**src/rtl/tpu_pkg.sv**
```systemverilog
// Shared TPU definitions: elementwise function codes, the sequencer FSM
// state type, and a reference helper for the elementwise datapath.
package tpu_pkg;

    // Elementwise function codes; any code other than PASS/RELU zeroes the data.
    localparam logic [3:0] FUNC_NONE = 4'b0000;
    localparam logic [3:0] FUNC_PASS = 4'b0001;
    localparam logic [3:0] FUNC_RELU = 4'b0010;

    // Sequencer control states.
    typedef enum logic [1:0] {
        ST_IDLE  = 2'd0,
        ST_ISSUE = 2'd1,
        ST_DRAIN = 2'd2,
        ST_DONE  = 2'd3
    } seq_state_t;

    // Behaviour of the elementwise unit for one signed element.
    function automatic logic signed [31:0] ew_apply(input logic [3:0] func,
                                                    input logic signed [31:0] x);
        logic signed [31:0] y;
        case (func)
            FUNC_PASS: y = x;
            FUNC_RELU: y = (x < 0) ? 32'sd0 : x;
            default:   y = 32'sd0;
        endcase
        return y;
    endfunction

endpackage

```
**src/rtl/ewu_sequencer_if.sv**
```systemverilog
// Command channel into the elementwise sequencer: a valid/ready handshake
// carrying function code, source/destination base addresses and length.
interface ewu_sequencer_if #(
    parameter int ADDR_W = 8,
    parameter int LEN_W  = 8
);
    logic              cmd_valid;
    logic              cmd_ready;
    logic [3:0]        cmd_func;
    logic [ADDR_W-1:0] cmd_src;
    logic [ADDR_W-1:0] cmd_dst;
    logic [LEN_W-1:0]  cmd_len;

    // Command producer side.
    modport master (
        output cmd_valid,
        output cmd_func,
        output cmd_src,
        output cmd_dst,
        output cmd_len,
        input  cmd_ready
    );

    // Sequencer side.
    modport slave (
        input  cmd_valid,
        input  cmd_func,
        input  cmd_src,
        input  cmd_dst,
        input  cmd_len,
        output cmd_ready
    );
endinterface

```
**src/rtl/ewu_sequencer.sv**
```systemverilog
// Elementwise-unit sequencer: accepts one command at a time, streams
// len reads from the accumulator buffer, drives the elementwise unit one
// cycle later and the output-buffer writes one cycle after that.
module ewu_sequencer
    import tpu_pkg::*;
#(
    parameter int ADDR_W = 8,
    parameter int LEN_W  = 8
) (
    input  logic              clk,
    input  logic              reset,
    ewu_sequencer_if.slave    cmd,
    output logic              rd_en,
    output logic [ADDR_W-1:0] rd_addr,
    output logic              ew_en,
    output logic [3:0]        ew_func,
    output logic              wr_en,
    output logic [ADDR_W-1:0] wr_addr,
    output logic              busy,
    output logic              done
);

    // Control state and latched command fields.
    seq_state_t        state_reg;
    logic              cmd_ready_reg;
    logic              done_reg;
    logic [3:0]        func_reg;
    logic [LEN_W-1:0]  len_reg;
    logic [LEN_W-1:0]  issued_reg;   // reads issued so far, counts 1..len
    logic              drain_cnt_reg;

    // Stage 0: read issue, with the matching destination address carried along.
    logic              rd_en_reg;
    logic [ADDR_W-1:0] rd_addr_reg;
    logic [ADDR_W-1:0] dst_addr_reg;

    // Stage 1: elementwise unit drive.
    logic              ew_en_reg;
    logic [3:0]        ew_func_reg;
    logic [ADDR_W-1:0] ew_addr_reg;

    // Stage 2: destination write.
    logic              wr_en_reg;
    logic [ADDR_W-1:0] wr_addr_reg;

    logic handshake;

    // Ready is registered so it stays low while reset is held.
    assign handshake = cmd.cmd_valid && cmd_ready_reg;

    // Command FSM: latch on handshake, issue one read per cycle, wait for the
    // pipeline to drain, then pulse done for one cycle.
    always_ff @(posedge clk or posedge reset) begin
        if (reset) begin
            state_reg     <= ST_IDLE;
            cmd_ready_reg <= 1'b0;
            done_reg      <= 1'b0;
            func_reg      <= FUNC_NONE;
            len_reg       <= '0;
            issued_reg    <= '0;
            drain_cnt_reg <= 1'b0;
            rd_en_reg     <= 1'b0;
            rd_addr_reg   <= '0;
            dst_addr_reg  <= '0;
        end else begin
            done_reg <= 1'b0;
            case (state_reg)
                ST_IDLE: begin
                    if (handshake) begin
                        cmd_ready_reg <= 1'b0;
                        func_reg      <= cmd.cmd_func;
                        len_reg       <= cmd.cmd_len;
                        rd_addr_reg   <= cmd.cmd_src;
                        dst_addr_reg  <= cmd.cmd_dst;
                        if (cmd.cmd_len == '0) begin
                            // Empty run: skip straight to completion.
                            state_reg <= ST_DONE;
                            done_reg  <= 1'b1;
                        end else begin
                            // First read goes out in the cycle after the handshake.
                            state_reg  <= ST_ISSUE;
                            rd_en_reg  <= 1'b1;
                            issued_reg <= LEN_W'(1);
                        end
                    end else begin
                        cmd_ready_reg <= 1'b1;
                    end
                end
                ST_ISSUE: begin
                    if (issued_reg == len_reg) begin
                        // Last read is out; let the two pipeline stages empty.
                        state_reg     <= ST_DRAIN;
                        rd_en_reg     <= 1'b0;
                        drain_cnt_reg <= 1'b0;
                    end else begin
                        rd_addr_reg  <= rd_addr_reg + ADDR_W'(1);
                        dst_addr_reg <= dst_addr_reg + ADDR_W'(1);
                        issued_reg   <= issued_reg + LEN_W'(1);
                    end
                end
                ST_DRAIN: begin
                    // Second drain cycle carries the final write.
                    if (drain_cnt_reg) begin
                        state_reg <= ST_DONE;
                        done_reg  <= 1'b1;
                    end else begin
                        drain_cnt_reg <= 1'b1;
                    end
                end
                ST_DONE: begin
                    state_reg     <= ST_IDLE;
                    cmd_ready_reg <= 1'b1;
                end
                default: begin
                    state_reg     <= ST_IDLE;
                    cmd_ready_reg <= 1'b0;
                    rd_en_reg     <= 1'b0;
                end
            endcase
        end
    end

    // Two-stage valid/address delay line from read issue to destination write.
    always_ff @(posedge clk or posedge reset) begin
        if (reset) begin
            ew_en_reg   <= 1'b0;
            ew_func_reg <= FUNC_NONE;
            ew_addr_reg <= '0;
            wr_en_reg   <= 1'b0;
            wr_addr_reg <= '0;
        end else begin
            ew_en_reg   <= rd_en_reg;
            ew_func_reg <= rd_en_reg ? func_reg : FUNC_NONE;
            if (rd_en_reg) begin
                ew_addr_reg <= dst_addr_reg;
            end
            wr_en_reg <= ew_en_reg;
            if (ew_en_reg) begin
                wr_addr_reg <= ew_addr_reg;
            end
        end
    end

    assign cmd.cmd_ready = cmd_ready_reg;
    assign rd_en         = rd_en_reg;
    assign rd_addr       = rd_addr_reg;
    assign ew_en         = ew_en_reg;
    assign ew_func       = ew_func_reg;
    assign wr_en         = wr_en_reg;
    assign wr_addr       = wr_addr_reg;
    assign busy          = (state_reg != ST_IDLE);
    assign done          = done_reg;

endmodule

```
**src/flat_wrapper.sv**
```systemverilog
// flat-port wrapper written by rule: the top's interface ports become plain ports
module ewu_sequencer_flat import tpu_pkg::*;
#(
    parameter int ADDR_W = 8,
    parameter int LEN_W  = 8
)
  (clk, reset, rd_en, rd_addr, ew_en, ew_func, wr_en, wr_addr, busy, done, cmd_cmd_valid, cmd_cmd_func, cmd_cmd_src, cmd_cmd_dst, cmd_cmd_len, cmd_cmd_ready);
  ewu_sequencer_if #(.ADDR_W(ADDR_W), .LEN_W(LEN_W)) cmd_i ();
  input  logic clk;
  input  logic reset;
  output logic rd_en;
  output logic [ADDR_W-1:0] rd_addr;
  output logic ew_en;
  output logic [3:0] ew_func;
  output logic wr_en;
  output logic [ADDR_W-1:0] wr_addr;
  output logic busy;
  output logic done;
  input wire logic [$bits(cmd_i.cmd_valid)-1:0] cmd_cmd_valid;
  input wire logic [$bits(cmd_i.cmd_func)-1:0] cmd_cmd_func;
  input wire logic [$bits(cmd_i.cmd_src)-1:0] cmd_cmd_src;
  input wire logic [$bits(cmd_i.cmd_dst)-1:0] cmd_cmd_dst;
  input wire logic [$bits(cmd_i.cmd_len)-1:0] cmd_cmd_len;
  output wire logic [$bits(cmd_i.cmd_ready)-1:0] cmd_cmd_ready;
  assign cmd_i.cmd_valid = cmd_cmd_valid;
  assign cmd_i.cmd_func = cmd_cmd_func;
  assign cmd_i.cmd_src = cmd_cmd_src;
  assign cmd_i.cmd_dst = cmd_cmd_dst;
  assign cmd_i.cmd_len = cmd_cmd_len;
  assign cmd_cmd_ready = cmd_i.cmd_ready;
  ewu_sequencer #(.ADDR_W(ADDR_W), .LEN_W(LEN_W)) u_core (.clk(clk), .reset(reset), .cmd(cmd_i), .rd_en(rd_en), .rd_addr(rd_addr), .ew_en(ew_en), .ew_func(ew_func), .wr_en(wr_en), .wr_addr(wr_addr), .busy(busy), .done(done));
endmodule
```
**config.mk**
```make
export PLATFORM = sky130hd
export DESIGN_NAME = ewu_sequencer_flat
export DESIGN_NICKNAME = d
export VERILOG_FILES = /design/src/rtl/tpu_pkg.sv /design/src/rtl/ewu_sequencer_if.sv /design/src/rtl/ewu_sequencer.sv /design/src/flat_wrapper.sv
export SDC_FILE = /design/constraint.sdc
export NUM_CORES = 1
export LEC_CHECK = 0
export BUFFER_PORTS_ARGS = -buffer_cell sky130_fd_sc_hd__buf_2
export CAP_MARGIN = 10
export CORE_UTILIZATION = 60
export DETAILED_ROUTE_END_ITERATION = 10
export PLACE_DENSITY = 0.88
export SLEW_MARGIN = 20
export SYNTH_ARGS = -nofsm -noshare
export SYNTH_HDL_FRONTEND = slang
export SYNTH_SLANG_ARGS = --single-unit
```
**constraint.sdc**
```tcl
create_clock -name clk -period 5.9 [get_ports clk]
set_input_delay 0.59 -clock clk [delete_from_list [all_inputs] [get_ports clk]]
set_output_delay 0.59 -clock clk [all_outputs]
set_load 0.02 [all_outputs]
```
**After elaboration in Yosys (flattened, before gate mapping)**

Cells that the tools add are included.

- Flip-flop bits (word level): 64
- Output and inout port bits: 26
- Word-level logic and storage cells: 67

- Add/sub/neg operators: 3
- Eq/ne operators: 9
- Multiplexer cells: 27
- Reductions and logical operators: 13

Operator list:

| kind | count |
|---|---|
| 2-to-1 mux 8 bit | 7 |
| case mux 8 bit (2 select lines) | 3 |
| adder 8 x 1 -> 8 bit, second input constant | 3 |
| == test 8 bit | 1 |
| logical NOT 8 bit | 1 |
| 2-to-1 mux 2 bit | 4 |
| case mux 1 bit (2 select lines) | 4 |
| case mux 2 bit (4 select lines) | 1 |
| AND reduction 4 bit | 2 |
| nonzero test 2 bit | 4 |
| 2-to-1 mux 1 bit | 7 |
| inequality test 2 x 1 -> 1 bit, second input constant | 3 |
| AND reduction 3 bit | 2 |
| == test 2 bit, second input constant | 2 |
| 2-to-1 mux 4 bit | 1 |
| inequality test 2 bit, second input constant | 2 |
| AND reduction 2 bit | 2 |
| == test 2 x 1 -> 1 bit, second input constant | 1 |
| logical NOT 2 bit | 1 |
| logical AND 1 bit | 1 |

**Longest topological paths before layout**

- Depth in word-level cells: 4
- Gate-level depth with buffers: 9

**Worst setup path after synthesis**

OpenSTA, ideal clock, no wires.

- Path kind: input to register
- Start: in cmd_cmd_len[6]
- End: reg u_core.issued_reg[1]
- Data arrival time: 1772 ps
- Path slack: 4008 ps
- Cell stages on the path: 5
- Buffers on the path: 1
- Cells stage by stage: nor4_1 -> a32o_1 -> buf_2 -> nor2_1 -> a31o_2

- Cells in the longest elaborated chain, start to end: 3

RTL lines:

| element | line | RTL |
|---|---|---|
| start, declared | flat_wrapper.sv:23 | `input wire logic [$bits(cmd_i.cmd_len)-1:0] cmd_cmd_len;` |
| logical NOT 8 bit | ewu_sequencer.sv:75 | `if (cmd.cmd_len == '0) begin` |
| inequality test 2 bit (no line) | -- |  |
| AND reduction 4 bit (no line) | -- |  |
| end signal, assigned | ewu_sequencer.sv:98 | `issued_reg <= issued_reg + LEN_W'(1);` |
| end, declared | ewu_sequencer.sv:29 | `logic [LEN_W-1:0] issued_reg;` |

Every way passes these cells.
A chain may end at the register's enable or synchronous reset.

**Worst setup path in the final report**

- Start: reg u_core.state_reg[0]
- End: reg u_core.issued_reg[2]

- Cells in the longest elaborated chain, start to end: 3

RTL lines:

| element | line | RTL |
|---|---|---|
| start, declared | ewu_sequencer.sv:24 | `seq_state_t state_reg;` |
| start signal, assigned | ewu_sequencer.sv:55 | `state_reg <= ST_IDLE;` |
| start signal, assigned | ewu_sequencer.sv:77 | `state_reg <= ST_DONE;` |
| start signal, assigned | ewu_sequencer.sv:81 | `state_reg <= ST_ISSUE;` |
| == test 2 x 1 -> 1 bit or logical NOT 2 bit (tied branches) | ewu_sequencer.sv:67 | `case (state_reg)` |
| inequality test 2 bit (no line) (tied with other cells) | -- |  |
| AND reduction 4 bit (no line) | -- |  |

Parallel ways exist; a longest one is shown, timed or not.

==> results.md <==
- Number of vias in the routed layout: 2689
- Commonest cells after routing, fill and taps aside: 64 x dfrtp_1, 56 x buf_2, 28 x mux2_2
- Share of total power in sequential cells: 38.0%
- Share of flip-flops with an asynchronous set or reset: 100.0%
- Relative contribution of combinational cells to total power: 45.1%
- Post-CTS Repair Setup Buffers: 0
- Cell internal power dissipation: 1.243 mW
- Detail-routed net length per standard cell: 16.61 µm
- Leading cell type in the layout, fill and taps excluded: dfrtp_1
- Clock tree from TritonCTS: yes
- Final cell area excluding filler cells: 3755 µm²
- Power per cell area: 570.6 nW/µm²
- Top-area cell type share of the netlist area: 49.06%
- Post-route ant nets: 0
- Clock network fraction of design power: 16.9%
- Bufs on Longest Clock Path: 2
- Routability congestion estimate: 0.8388
- Number of port buffers: 56
- Number of global-route vias before repair: 2489
- Place WS: 2.861 ns
- Crit path kind: flip-flop to flip-flop
- Worst slew margin: 46.20%
- FF-to-FF setup slack: 3.15 ns
- Number of levels the H-tree was split into: 3
- Least setup slack across all paths after layout: 3.145 ns
- Synth Register Bits: 64
- Initial antenna violation count: 0
- Post-Synth Simple-Gate Area: 14.26%
- Post-layout util: 72.59%
- Largest net degree at the start of global routing: 65
- N_diodes: 0
- Total overflow reported by the global router: 0
- Placed Instances: 416
- Clock-pin transition on the worst setup and hold timing paths: 0.07 ns
- Unrepaired setup endpoints after global routing: false
- FP Rows: 26
- I/O Pins: 57
- Peak VDD IR: 0.3067 mV
- Top cells by area, synth: dfrtp_1 49%, mux2_2 9.7%, ha_1 2.7%
- Fmax: 363.0 MHz
- Total Routed Length: 7.176 mm
- Synthesized net count: 343
- Number of cells in the finished layout apart from fillers: 432
- Crit path capture type: flip-flop
- Max cap viols: 0
- Area of the multi-input gates: 1549 µm²
- Number of nets in the layout: 395
- Clock period minus final worst setup slack: 2.755 ns
- Layout cells sized above 1: 30.39%
- Required time at the worst-slack endpoint: 6.13 ns
- Hold-fix buffers, CTS: 0
- Synth-to-layout area growth: 15.02%
- DP HPWL: 4.805 mm
- Outcome: finished, final reports clean
- Post-synthesis cell type count: 54
- Adder and majority gate portion of the synthesized area: 2.683%
- CP Data Arrival Time: 2.99 ns
- Static Leak: 1.615 nW
- TritonCTS Buffers: 9
- Residual DRC: 0
- Overall track demand over capacity in global routing: 27.31%
- Worst-margin pin slew: 0.7997 ns
- Die outline area: 5740 µm²
- Clock skew after layout: 0.006952 ns
- Fillers: 372
- Number of vias per cell after detailed routing: 6.225
- Register area share after synthesis: 49.06%
- Type of origin of the critical path: flip-flop
- Netlist area before placement: 3264 µm²
- Part of the cycle the worst path needs: 46.69%
- Sw Pwr: 0.8992 mW
- CTS root buffer: clkbuf_8
- DIE HEIGHT: 75.76 µm
- Worst-path fanout max: 22
- Initial Util: 63.11%
- Mean instance size in the synthesized netlist: 10.70 µm²
- Post-synthesis cell count: 305
- Number of setup violations in the final report: 0
- Primary flip-flop cell chosen by synthesis mapping: dfrtp_1
- Final number of max-transition violations: 0
- Post-synthesis mux area share: 9.966%
- First-pass detailed-route iteration total: 5
- Dominant combinational cell family by area after synthesis: compound AO/OA/AOI/OAI gates
- Storage cell area: 1602 µm²
- Global-route wire length before repair: 11.39 mm
- Sw Ratio: 41.97%
- DP Area: 3565 µm²
- Placeable core area: 5172 µm²
- Count of cells resized by post-cts repair: 0
- Clk_lat worst skew: 0.35 ns
- Post-synth top area cell: dfrtp_1
- Worst min-delay path class: input pin to async pin
- Warning count from the yosys run: 0
- Number of sinks handled by clock tree synthesis: 64
- Area share of xor/xnor cells in the synthesized design: 2.376%
- Number of design-rule violations left by the first detailed-router iteration: 235
- EDFF count, synth: 0
- Compound-Gate Fraction of Synth Area: 18.09%
- Overall die width: 75.76 µm
- Setup Total Neg Slack: 0 ns
- Final Hold Violating Endpoints: 0
## power by group through the flow
stage	combinational, mW	sequential, mW	clock [mW]
global route	1.07	0.844	0.386
global placement	0.925	0.808	0
floorplan	0.673	0.863	0
CTS	0.963	0.813	0.367
finish	0.967	0.813	0.362
detailed placement	0.959	0.821	0
## worst paths after layout
| kind | to | startpoint | cells after the start |
|---|---|---|---|
| worst max-delay path | u_core.issued_reg[2]$_DFFE_PP0P_ | u_core.state_reg[0]$_DFFE_PP0P_ | 7 |
| worst min-delay path | u_core.ew_func[0]$_DFF_PP0_ | reset | 3 |
| worst max register to register | u_core.issued_reg[2]$_DFFE_PP0P_ | u_core.state_reg[0]$_DFFE_PP0P_ | 7 |
| worst min register to register | u_core.done$_DFF_PP0_ | u_core.drain_cnt_reg$_DFFE_PP0P_ | 1 |
| max in group asynchronous | u_core.state_reg[0]$_DFFE_PP0P_ | reset | 3 |
| min in group clk | u_core.func_reg[2]$_DFFE_PP0P_ | cmd_cmd_func[2] | 2 |
## per-layer routing
layer | vias up | wire, µm | track usage (%)
met5 | - | 0 | 0
met4 | 0 | 171 | 15.64
met3 | 20 | 369 | 5.026
met2 | 102 | 3618 | 44.54
met1 | 1325 | 3016 | 34.17
li1 | 1242 | - | -
## synthesized netlist by cell type (4+ instances only)
| cell type | count |
|---|---|
| nand2b_1 | 4 |
| ha_1 | 7 |
| o21ai_0 | 9 |
| clkbuf_1 | 7 |
| nand2_1 | 23 |
| a21oi_1 | 12 |
| xnor2_1 | 7 |
| o22ai_1 | 4 |
| a31oi_1 | 7 |
| and2_1 | 5 |
| and3_1 | 5 |
| nor3_1 | 7 |
| o2111ai_1 | 4 |
| nand3_1 | 17 |
| buf_2 | 5 |
| nor2_1 | 15 |
| o22a_1 | 8 |
| mux2_2 | 28 |
| dfrtp_1 | 64 |
| inv_1 | 9 |
| o211ai_1 | 7 |
## through the flow
| stage | total power [mW] | hold slack [ns] |
|---|---|---|
| final | 2.143 | 0.4693 |
| after global routing | 2.301 | 0.4708 |
| after CTS | 2.143 | 0.4700 |
| after detailed placement | 1.779 | 0.4676 |
| after global placement | 1.733 | 0.4679 |
| after floorplan | 1.536 | 0.4532 |
## cell type report
type                    count  share of cell area (%)
multi-input cells         215                   41.25
flip-flops and latches     64                   42.65
clock buffers              10                   3.399
repair buffers             58                   7.864
inverters                   9                  0.8997
well taps                  70                   2.333
clock inverters             6                   1.599
## worst max-delay path, stage by stage (launching register included)
cell and delay [ns]:
dfrtp_1 0.40, inv_1 0.09, ha_1 0.34, and3_1 0.44, nor2_2 0.73, a31oi_1 0.13
and4_1 0.24, a211o_1 0.26
## cells by family (layout without fill, tap and decap cells)
family / Yosys count / in the layout
XOR/XNOR: 8 / 8
buffers and inverters: 26 / 83
AND/OR/NAND/NOR: 91 / 91
adder cells (fa/ha/maj): 7 / 7
multiplexers: 29 / 29
AO/OA/AOI/OAI: 80 / 80
flip-flops: 64 / 64
No activity file was read; power rests on OpenSTA's default activity.
